## src/rtl/branch_resolve_queue.sv

```systemverilog
// branch_resolve_queue: in-order queue of in-flight conditional branches.
// IF pushes each predicted branch, EX resolves entries by tag, and the ROB pops the
// head at commit. Each pop drives the predictor update port, and a mispredicted
// commit raises a one-cycle redirect and flushes the whole queue.
// Optional feature: define BRQ_STATS_EN to add the commit/mispredict counters.
module branch_resolve_queue #(
    parameter int ADDR_WIDTH = 32,
    parameter int DEPTH      = 8,
    parameter int TAG_WIDTH  = 3
) (
    input  logic                  clk,
    input  logic                  rst_in,
    input  logic                  rdy_in,
    input  logic                  if_push_en,
    input  logic [ADDR_WIDTH-1:0] if_push_pc,
    input  logic                  if_push_pred,
    input  logic [ADDR_WIDTH-1:0] if_push_target,
    output logic                  brq_full,
    output logic [TAG_WIDTH-1:0]  brq_tag,
    input  logic                  ex_res_en,
    input  logic [TAG_WIDTH-1:0]  ex_res_tag,
    input  logic                  ex_res_taken,
    output logic                  brq_head_ready,
    input  logic                  rob_commit_en,
    output logic                  pred_upd_en,
    output logic [ADDR_WIDTH-1:0] pred_upd_pc,
    output logic                  pred_upd_taken,
    output logic                  mispredict,
`ifdef BRQ_STATS_EN
    output logic [ADDR_WIDTH-1:0] redirect_pc,
    output logic [31:0]           stat_commits,
    output logic [31:0]           stat_mispredicts
`else
    output logic [ADDR_WIDTH-1:0] redirect_pc
`endif
);

    logic [DEPTH-1:0]      r_valid;
    logic [DEPTH-1:0]      r_resolved;
    logic [DEPTH-1:0]      r_pred;
    logic [DEPTH-1:0]      r_taken;
    logic [ADDR_WIDTH-1:0] r_pc     [DEPTH];
    logic [ADDR_WIDTH-1:0] r_target [DEPTH];
    logic [TAG_WIDTH-1:0]  r_head;
    logic [TAG_WIDTH-1:0]  r_tail;
    logic [TAG_WIDTH:0]    r_count;

    logic w_commit;
    logic w_mispred;
    logic w_push;
    logic w_resolve;

    assign brq_full       = (r_count == (TAG_WIDTH + 1)'(DEPTH));
    assign brq_tag        = r_tail;
    assign brq_head_ready = r_valid[r_head] & r_resolved[r_head];

    // A commit frees the head slot in the same edge, so a full queue may still accept
    // a push alongside a committing head (the new entry lands in the freed slot).
    assign w_commit  = rdy_in & rob_commit_en & brq_head_ready;
    assign w_mispred = w_commit & (r_taken[r_head] != r_pred[r_head]);
    assign w_push    = rdy_in & if_push_en & (~brq_full | w_commit);
    assign w_resolve = rdy_in & ex_res_en & r_valid[ex_res_tag] & ~r_resolved[ex_res_tag]
                     & ~(w_push & (ex_res_tag == r_tail));

    // Queue storage and pointers: push/resolve/commit, full flush on mispredict
    always_ff @(posedge clk or posedge rst_in) begin
        if (rst_in) begin
            r_valid    <= '0;
            r_resolved <= '0;
            r_pred     <= '0;
            r_taken    <= '0;
            for (int unsigned i = 0; i < DEPTH; i++) begin
                r_pc[i]     <= '0;
                r_target[i] <= '0;
            end
            r_head  <= '0;
            r_tail  <= '0;
            r_count <= '0;
        end else if (rdy_in) begin
            if (w_mispred) begin
                r_valid    <= '0;
                r_resolved <= '0;
                r_head     <= '0;
                r_tail     <= '0;
                r_count    <= '0;
            end else begin
                if (w_commit) begin
                    r_valid[r_head] <= 1'b0;
                    r_head          <= r_head + TAG_WIDTH'(1);
                end
                if (w_resolve) begin
                    r_resolved[ex_res_tag] <= 1'b1;
                    r_taken[ex_res_tag]    <= ex_res_taken;
                end
                // Push is last so it wins over the commit clear when both hit one slot.
                if (w_push) begin
                    r_valid[r_tail]    <= 1'b1;
                    r_resolved[r_tail] <= 1'b0;
                    r_pred[r_tail]     <= if_push_pred;
                    r_pc[r_tail]       <= if_push_pc;
                    r_target[r_tail]   <= if_push_target;
                    r_tail             <= r_tail + TAG_WIDTH'(1);
                end
                if (w_push && !w_commit) begin
                    r_count <= r_count + (TAG_WIDTH + 1)'(1);
                end else if (!w_push && w_commit) begin
                    r_count <= r_count - (TAG_WIDTH + 1)'(1);
                end
            end
        end
    end

    // Registered predictor-update and redirect pulses, one cycle after a commit
    always_ff @(posedge clk or posedge rst_in) begin
        if (rst_in) begin
            pred_upd_en    <= 1'b0;
            pred_upd_pc    <= '0;
            pred_upd_taken <= 1'b0;
            mispredict     <= 1'b0;
            redirect_pc    <= '0;
        end else begin
            pred_upd_en <= w_commit;
            mispredict  <= w_mispred;
            if (w_commit) begin
                pred_upd_pc    <= r_pc[r_head];
                pred_upd_taken <= r_taken[r_head];
            end
            if (w_mispred) begin
                redirect_pc <= r_taken[r_head] ? r_target[r_head]
                                               : r_pc[r_head] + ADDR_WIDTH'(4);
            end
        end
    end

`ifdef BRQ_STATS_EN
    // Free-running commit and mispredict counters, wrapping at 2^32
    always_ff @(posedge clk or posedge rst_in) begin
        if (rst_in) begin
            stat_commits     <= '0;
            stat_mispredicts <= '0;
        end else begin
            if (w_commit) begin
                stat_commits <= stat_commits + 32'd1;
            end
            if (w_mispred) begin
                stat_mispredicts <= stat_mispredicts + 32'd1;
            end
        end
    end
`endif

endmodule

```

## config.mk

```make
export PLATFORM = sky130hd
export DESIGN_NAME = branch_resolve_queue
export DESIGN_NICKNAME = d
export VERILOG_FILES = /design/src/rtl/branch_resolve_queue.sv
export SDC_FILE = /design/constraint.sdc
export NUM_CORES = 1
export LEC_CHECK = 0
export BUFFER_PORTS_ARGS = -buffer_cell sky130_fd_sc_hd__buf_2
export CAP_MARGIN = 15
export CORE_ASPECT_RATIO = 1.75
export CORE_MARGIN = 3
export CORE_UTILIZATION = 60
export CTS_CLUSTER_DIAMETER = 200
export CTS_CLUSTER_SIZE = 25
export DETAILED_ROUTE_END_ITERATION = 6
export HOLD_SLACK_MARGIN = 0.03
export PLACE_DENSITY = 0.78
export SYNTH_ARGS = -nofsm -noshare
export SYNTH_HDL_FRONTEND = slang
export SYNTH_SLANG_ARGS = --single-unit
```

## constraint.sdc

```tcl
create_clock -name clk -period 33.5 [get_ports clk]
set_input_delay 1.675 -clock clk [delete_from_list [all_inputs] [get_ports clk]]
set_output_delay 1.675 -clock clk [all_outputs]
set_load 0.03 [all_outputs]
```

==> impl_metrics.env, run 1 <==
export IMPL_p_per_area_nw_per_um2=97.4
export IMPL_synth_async_sr_flop_share_pct=100
export IMPL_cts_hold_buf=0
export IMPL_fin_crit_ns=6.02
export IMPL_postRouteAntennaNets=0
export IMPL_h_tree_depth=1
export IMPL_crit_required_ns=33.98
export IMPL_slew_headroom_pct=25.1
export IMPL_die_h_um=293
export IMPL_syn_inst=2070
export IMPL_worst_pin_slew_ns=1.12
export IMPL_area_delta_synth_final_pct=6.18
export IMPL_clkPwrFrac_pct=13.4
export IMPL_grt_first_pass_wirelength_um=114000
export IMPL_period_share_pct=18.0
export IMPL_die_x_um=170
export IMPL_avgSynthCellArea_um2=13.7
export IMPL_crit_fanout=65
export IMPL_root_buffer="clkbuf_16"
export IMPL_dp_hpwl_um=47000
export IMPL_track_usage_pct=29.8
export IMPL_rsz0062_at_grt="false"
export IMPL_netlist_area_um2=28300
export IMPL_final_cell_count_no_fill=2727
export IMPL_synth_nets=2151
export IMPL_combPwrFrac_pct=42.8
export IMPL_maxSlewViolCount=0
export IMPL_fillers=3484
export IMPL_max_freq_mhz=166
export IMPL_critPathKind="reg2reg"
export IMPL_grt_pass1_vias=19300
export IMPL_numPortBuffers=146
export IMPL_seq_area_frac_synth_pct=54.9
export IMPL_place_gp_congestion=0.873
export IMPL_p_int_w=0.00179
export IMPL_synthTopCellsByArea="dfrtp_1, mux2_2, mux2_1"
export IMPL_firstDrtPassIters=7
export IMPL_setup_tns_ns=0
export IMPL_nNetsFinal=2220
export IMPL_routed_wirelength_um=74200
export IMPL_synth_edf_count=0
export IMPL_p_sw_w=0.00114
export IMPL_finalHoldViolations=0
export IMPL_routedWlPerCell_um=27.2
export IMPL_via_per_inst=6.66
export IMPL_status="finished, final reports clean"
export IMPL_antenna_found_initial=7
export IMPL_layout_drive_gt1_share_pct=33.7
export IMPL_seqPwrFrac_pct=43.8
export IMPL_start_kind="flop"
export IMPL_place_inst=2692
export IMPL_drtIter0Drc=1546
export IMPL_drc=0
export IMPL_synth_commonest_cells="dfrtp_1, mux2_2, mux2_1"
export IMPL_cap_violations=0
export IMPL_cts_tree="done"
export IMPL_ys_warn_count=0
export IMPL_cts_resized=0
export IMPL_endpoint_kind="flop"
export IMPL_start_util_pct=61.1
export IMPL_clock_path_buffers=3
export IMPL_leakagePower_nw=13.4
export IMPL_yosysMostFrequentCell="dfrtp_1"
export IMPL_cp_arrival_ns=6.49
export IMPL_ys_ff_latch=621
export IMPL_clkLatencyLatePin_ns=0.61
export IMPL_boundaryPins=147
export IMPL_std_cell_rows=104
export IMPL_p_sw_share_pct=38.8
export IMPL_via_count=18200
export IMPL_vdd_drop_max_mv=0.0592
export IMPL_clk_pin_slew_worst_paths_ns=0.10
export IMPL_hold_class="reg2reg"
export IMPL_cts_buffers_inserted=28
export IMPL_ys_types=72
export IMPL_grt_max_degree=188
export IMPL_synth_top_cell_area_share_pct=54.9
export IMPL_synth_flop_cell="dfrtp_1"
export IMPL_post_cts_buffers=0
export IMPL_clock_skew_final_ns=0.0298
export IMPL_grt_overflow=0
export IMPL_dieArea_um2=49900
export IMPL_coreArea_um2=46300
export IMPL_synth_top_cell_by_area="dfrtp_1"
export IMPL_cts_sinks=621
export IMPL_finalSetupViolations=0
[per-stage QoR]
step | hold WS (ns) | worst slack, ns | utilization (%) | instance area, µm² | total power [W]
2_1_floorplan | 0.459 | 14.43 | - | 28300 | 0.00214
3_3_place_gp | 0.460 | 27.41 | 63.2 | 29300 | 0.00247
3_5_place_dp | 0.458 | 27.36 | 63.2 | 29300 | 0.00254
4_1_cts | 0.482 | 27.54 | 64.9 | 30100 | 0.00292
5_1_grt | 0.506 | 27.24 | 64.9 | 30100 | 0.00308
6_report | 0.476 | 27.48 | 64.9 | 30100 | 0.00293
[state kept, by name, summed over array words and instances (netlist names), 3 cells and up]
| name | flops |
|---|---|
| r_valid | 8 |
| r_count | 4 |
| r_pc | 256 |
| r_target | 256 |
| r_head | 3 |
| redirect_pc | 32 |
| pred_upd_pc | 32 |
| brq_tag | 3 |
| r_pred | 8 |
| r_taken | 8 |
| r_resolved | 8 |
[layer usage]
metal,global-route usage [%],wire (µm),vias up
met5,0,25,-
met4,15.6,4250,4
met3,5.07,4730,192
met2,49.8,36900,675
met1,37.2,28400,9522
li1,-,-,7759
[cell usage in the layout, fill, tap and decap left out, types with 4 or more instances in the layout]
cell | synthesis | layout
a21o_1 | 5 | 5
a21oi_1 | 30 | 30
a221oi_1 | 27 | 27
a22o_1 | 13 | 13
a22oi_1 | 83 | 83
a31oi_1 | 8 | 8
a41oi_1 | 4 | 4
and2_1 | 8 | 7
and3_1 | 7 | 6
buf_2 | 51 | 146
buf_4 | 6 | 33
clkbuf_16 | 0 | 29
dfrtp_1 | 621 | 618
ha_1 | 5 | 5
inv_1 | 11 | 10
mux2_1 | 147 | 147
mux2_2 | 415 | 415
mux2i_1 | 41 | 41
mux4_2 | 54 | 54
nand2_1 | 111 | 111
nand2b_1 | 10 | 8
nand3_1 | 28 | 27
nand3b_1 | 4 | 4
nand4_1 | 24 | 24
nor2_1 | 57 | 50
nor2_2 | 1 | 4
nor2_4 | 0 | 4
nor2b_1 | 4 | 4
nor3_1 | 18 | 18
nor3b_1 | 6 | 6
nor4_1 | 6 | 6
o21ai_0 | 73 | 73
o221a_2 | 9 | 9
o221ai_1 | 4 | 4
o22ai_1 | 10 | 10
or3_1 | 7 | 5
xnor2_1 | 16 | 16
xor2_1 | 9 | 9
[cell type report]
cell class	instances	area, µm²	area share [%]
Inverter	14	60.1	0.200
Timing Repair Buffer	180	998	3.32
Antenna cell	3	7.51	0.0250
Clock buffer	31	733	2.44
Clock inverter	1	30.0	0.0999
Tap cell	583	729	2.43
Multi-Input combinational cell	1294	12000	39.8
Sequential cell	621	15500	51.7
[power by group through the flow]
stage / combinational (W) / sequential [W] / clock [W]
after floorplan: 0.000841 / 0.00129 / 0
after global placement: 0.00121 / 0.00127 / 0
after detailed placement: 0.00125 / 0.00129 / 0
after CTS: 0.00125 / 0.00128 / 0.000399
after global routing: 0.00134 / 0.00132 / 0.000422
final: 0.00125 / 0.00128 / 0.000391
[path summary, 6_finish.rpt]
kind / from / to / slack, ns / cells past startpoint
max: r_head[2]$_DFFE_PP0P_ / r_target[35]$_DFFE_PP0P_ / 27.48 / 12
min: pred_upd_pc[12]$_DFFE_PP0N_ / pred_upd_pc[12]$_DFFE_PP0N_ / 0.48 / 2
max reg2reg: r_head[2]$_DFFE_PP0P_ / r_target[35]$_DFFE_PP0P_ / 27.48 / 12
min reg2reg: pred_upd_pc[12]$_DFFE_PP0N_ / pred_upd_pc[12]$_DFFE_PP0N_ / 0.48 / 2
max in group asynchronous: rst_in / r_head[2]$_DFFE_PP0P_ / 29.54 / 4
min in group asynchronous: rst_in / r_pc[26]$_DFFE_PP0P_ / 1.24 / 2
[worst max-delay path, stage by stage (launching register included)]
cell,delay (ns)
dfrtp_4,0.43
buf_4,0.56
mux4_2,0.40
mux2i_1,0.25
or3_2,0.17
buf_4,0.54
inv_1,0.19
o21ai_4,0.09
buf_4,0.56
nand3_1,0.49
nor2_4,0.94
buf_4,0.72
mux2_2,0.41
[logic make-up (layout without fill, tap and decap cells)]
logic type,after synthesis,in the layout,share of synthesized area (%)
other cells,0,3,0
compound gates,295,295,7.33
buf+inv,155,226,3.17
mux,657,657,28.1
flops,621,621,54.9
xor+xnor,25,25,0.773
fa+ha+maj,6,6,0.292
simple gates,311,311,5.47
Note: power is estimated with default switching activity, not from simulation.
==> inputs of run 2 (changes only) <==
- clock period: 33.5 -> 5.9 ns (I/O delays scaled with it)
==> impl_metrics.env, run 2 (synthesis results as in run 1) <==
export IMPL_finalHoldViolations=5
export IMPL_track_usage_pct=30.2
export IMPL_postRouteAntennaNets=0
export IMPL_fin_crit_ns=4.63
export IMPL_stdcell_area_um2=30800
export IMPL_clock_skew_final_ns=0.0128
export IMPL_die_x_um=170
export IMPL_reg_top3="r_pc (256), r_target (256)"
export IMPL_place_gp_congestion=0.921
export IMPL_max_freq_mhz=216
export IMPL_critPathKind="reg2reg"
export IMPL_boundaryPins=147
export IMPL_die_h_um=293
export IMPL_crit_required_ns=6.35
export IMPL_routed_wirelength_um=75500
export IMPL_cts_tree="done"
export IMPL_place_ws_ns=1.35
export IMPL_slew_headroom_pct=20.7
export IMPL_numPortBuffers=146
export IMPL_fillers=3326
export IMPL_cts_buffers_inserted=28
export IMPL_drtIter0Drc=1833
export IMPL_cap_violations=0
export IMPL_coreArea_um2=46300
export IMPL_setup_tns_ns=0
export IMPL_dp_hpwl_um=49100
export IMPL_worst_pin_slew_ns=1.19
export IMPL_endpoint_kind="flop"
export IMPL_leakagePower_nw=13.8
export IMPL_dieArea_um2=49900
export IMPL_final_cell_mix="dfrtp_1, mux2_2, mux2_1, buf_2, nand2_1"
export IMPL_antenna_found_initial=3
export IMPL_cp_arrival_ns=5.08
export IMPL_worst_hold_slack_ns=-0.0255
export IMPL_hold_class="in2async"
export IMPL_period_share_pct=78.4
export IMPL_crit_fanout=50
export IMPL_vdd_drop_max_mv=0.398
export IMPL_area_delta_synth_final_pct=8.81
export IMPL_via_per_inst=6.65
export IMPL_final_common_cell="dfrtp_1"
export IMPL_start_kind="flop"
export IMPL_h_tree_depth=1
export IMPL_rsz0062_at_grt="false"
export IMPL_start_util_pct=61.1
export IMPL_status="complete, but fails checks"
export IMPL_finalSetupViolations=0
export IMPL_grt_max_degree=195
export IMPL_root_buffer="clkbuf_16"
export IMPL_clk_pin_slew_worst_paths_ns=0.10
export IMPL_nNetsFinal=2291
export IMPL_layout_drive_gt1_share_pct=33.0
export IMPL_std_cell_rows=104
export IMPL_p_per_area_nw_per_um2=544
export IMPL_via_count=18600
export IMPL_routedWlPerCell_um=27.0
export IMPL_grt_pass1_vias=19900
export IMPL_firstDrtPassIters=6
export IMPL_postPlaceCellArea_um2=29400
export IMPL_cts_sinks=621
export IMPL_grt_overflow=0
export IMPL_post_cts_buffers=0
export IMPL_maxSlewViolCount=0
export IMPL_clkLatencyLatePin_ns=0.60
export IMPL_clock_path_buffers=3
export IMPL_fin_ws_ns=1.27
export IMPL_grt_first_pass_wirelength_um=117000
export IMPL_violations="negative hold slack"
export IMPL_drc=0
==> run 2: final timing paths <==
check / from / to / slack (ns) / cells after the start
max in group asynchronous: rst_in / r_pc[251]$_DFFE_PP0P_ / 4.74 / 4
min: rst_in / redirect_pc[30]$_DFFE_PP0P_ / -0.03 / 3
max reg2reg: r_head[2]$_DFFE_PP0P_ / redirect_pc[16]$_DFFE_PP0P_ / 1.27 / 10
min reg2reg: pred_upd_pc[3]$_DFFE_PP0N_ / pred_upd_pc[3]$_DFFE_PP0N_ / 0.48 / 2
min in group clk: if_push_target[24] / r_target[216]$_DFFE_PP0P_ / 0.04 / 2
max: r_head[2]$_DFFE_PP0P_ / redirect_pc[16]$_DFFE_PP0P_ / 1.27 / 10
==> run 2: worst max-delay path: stages, from the launching register on <==
cell	delay [ns]
dfrtp_4	0.84
buf_4	0.71
nor2_1	0.37
nand2_1	0.16
nor3b_1	0.45
ha_1	0.27
o211ai_1	0.28
nor4_4	0.48
a21oi_1	0.14
o21ai_0	0.58
a21oi_1	0.15
==> run 2: area by class of cell <==
type                            instances  area, µm²  share of cell area (%)
Timing Repair Buffer                  251       1750                    5.68
Tap cell                              583        729                    2.37
Multi-Input combinational cell       1294      12000                    38.8
Antenna cell                            2       5.00                  0.0162
Inverter                               14       56.3                   0.183
Clock buffer                           31        733                    2.38
Clock inverter                          1       30.0                  0.0974
Sequential cell                       621      15500                    50.5
==> run 2: stage by stage <==
step                      instances  util [%]  total power [W]
after floorplan                2070         -           0.0121
after global placement         2700      63.5           0.0141
after detailed placement       2700      63.5           0.0145
after CTS                      2795      66.5           0.0167
after global routing           2795      66.5           0.0176
final                          2797      66.5           0.0167
==> run 2: what timing repair did <==
item                      in CTS  in global routing
hold endpoints to repair     417                  0
hold buffers                  63                  0
gates resized for setup        0                  0
==> run 2: metal layers <==
metal	up-vias	track usage, %	wire [µm]
met5	-	0	13
met4	2	13.7	3860
met3	183	4.02	4250
met2	663	52.3	38700
met1	9845	38.0	28700
li1	7903	-	-
==> run 2: power by group <==
group | switching (W) | internal (W)
registers | 0.00122 | 0.00616
logic | 0.00402 | 0.00312
clock network | 0.00130 | 0.000927
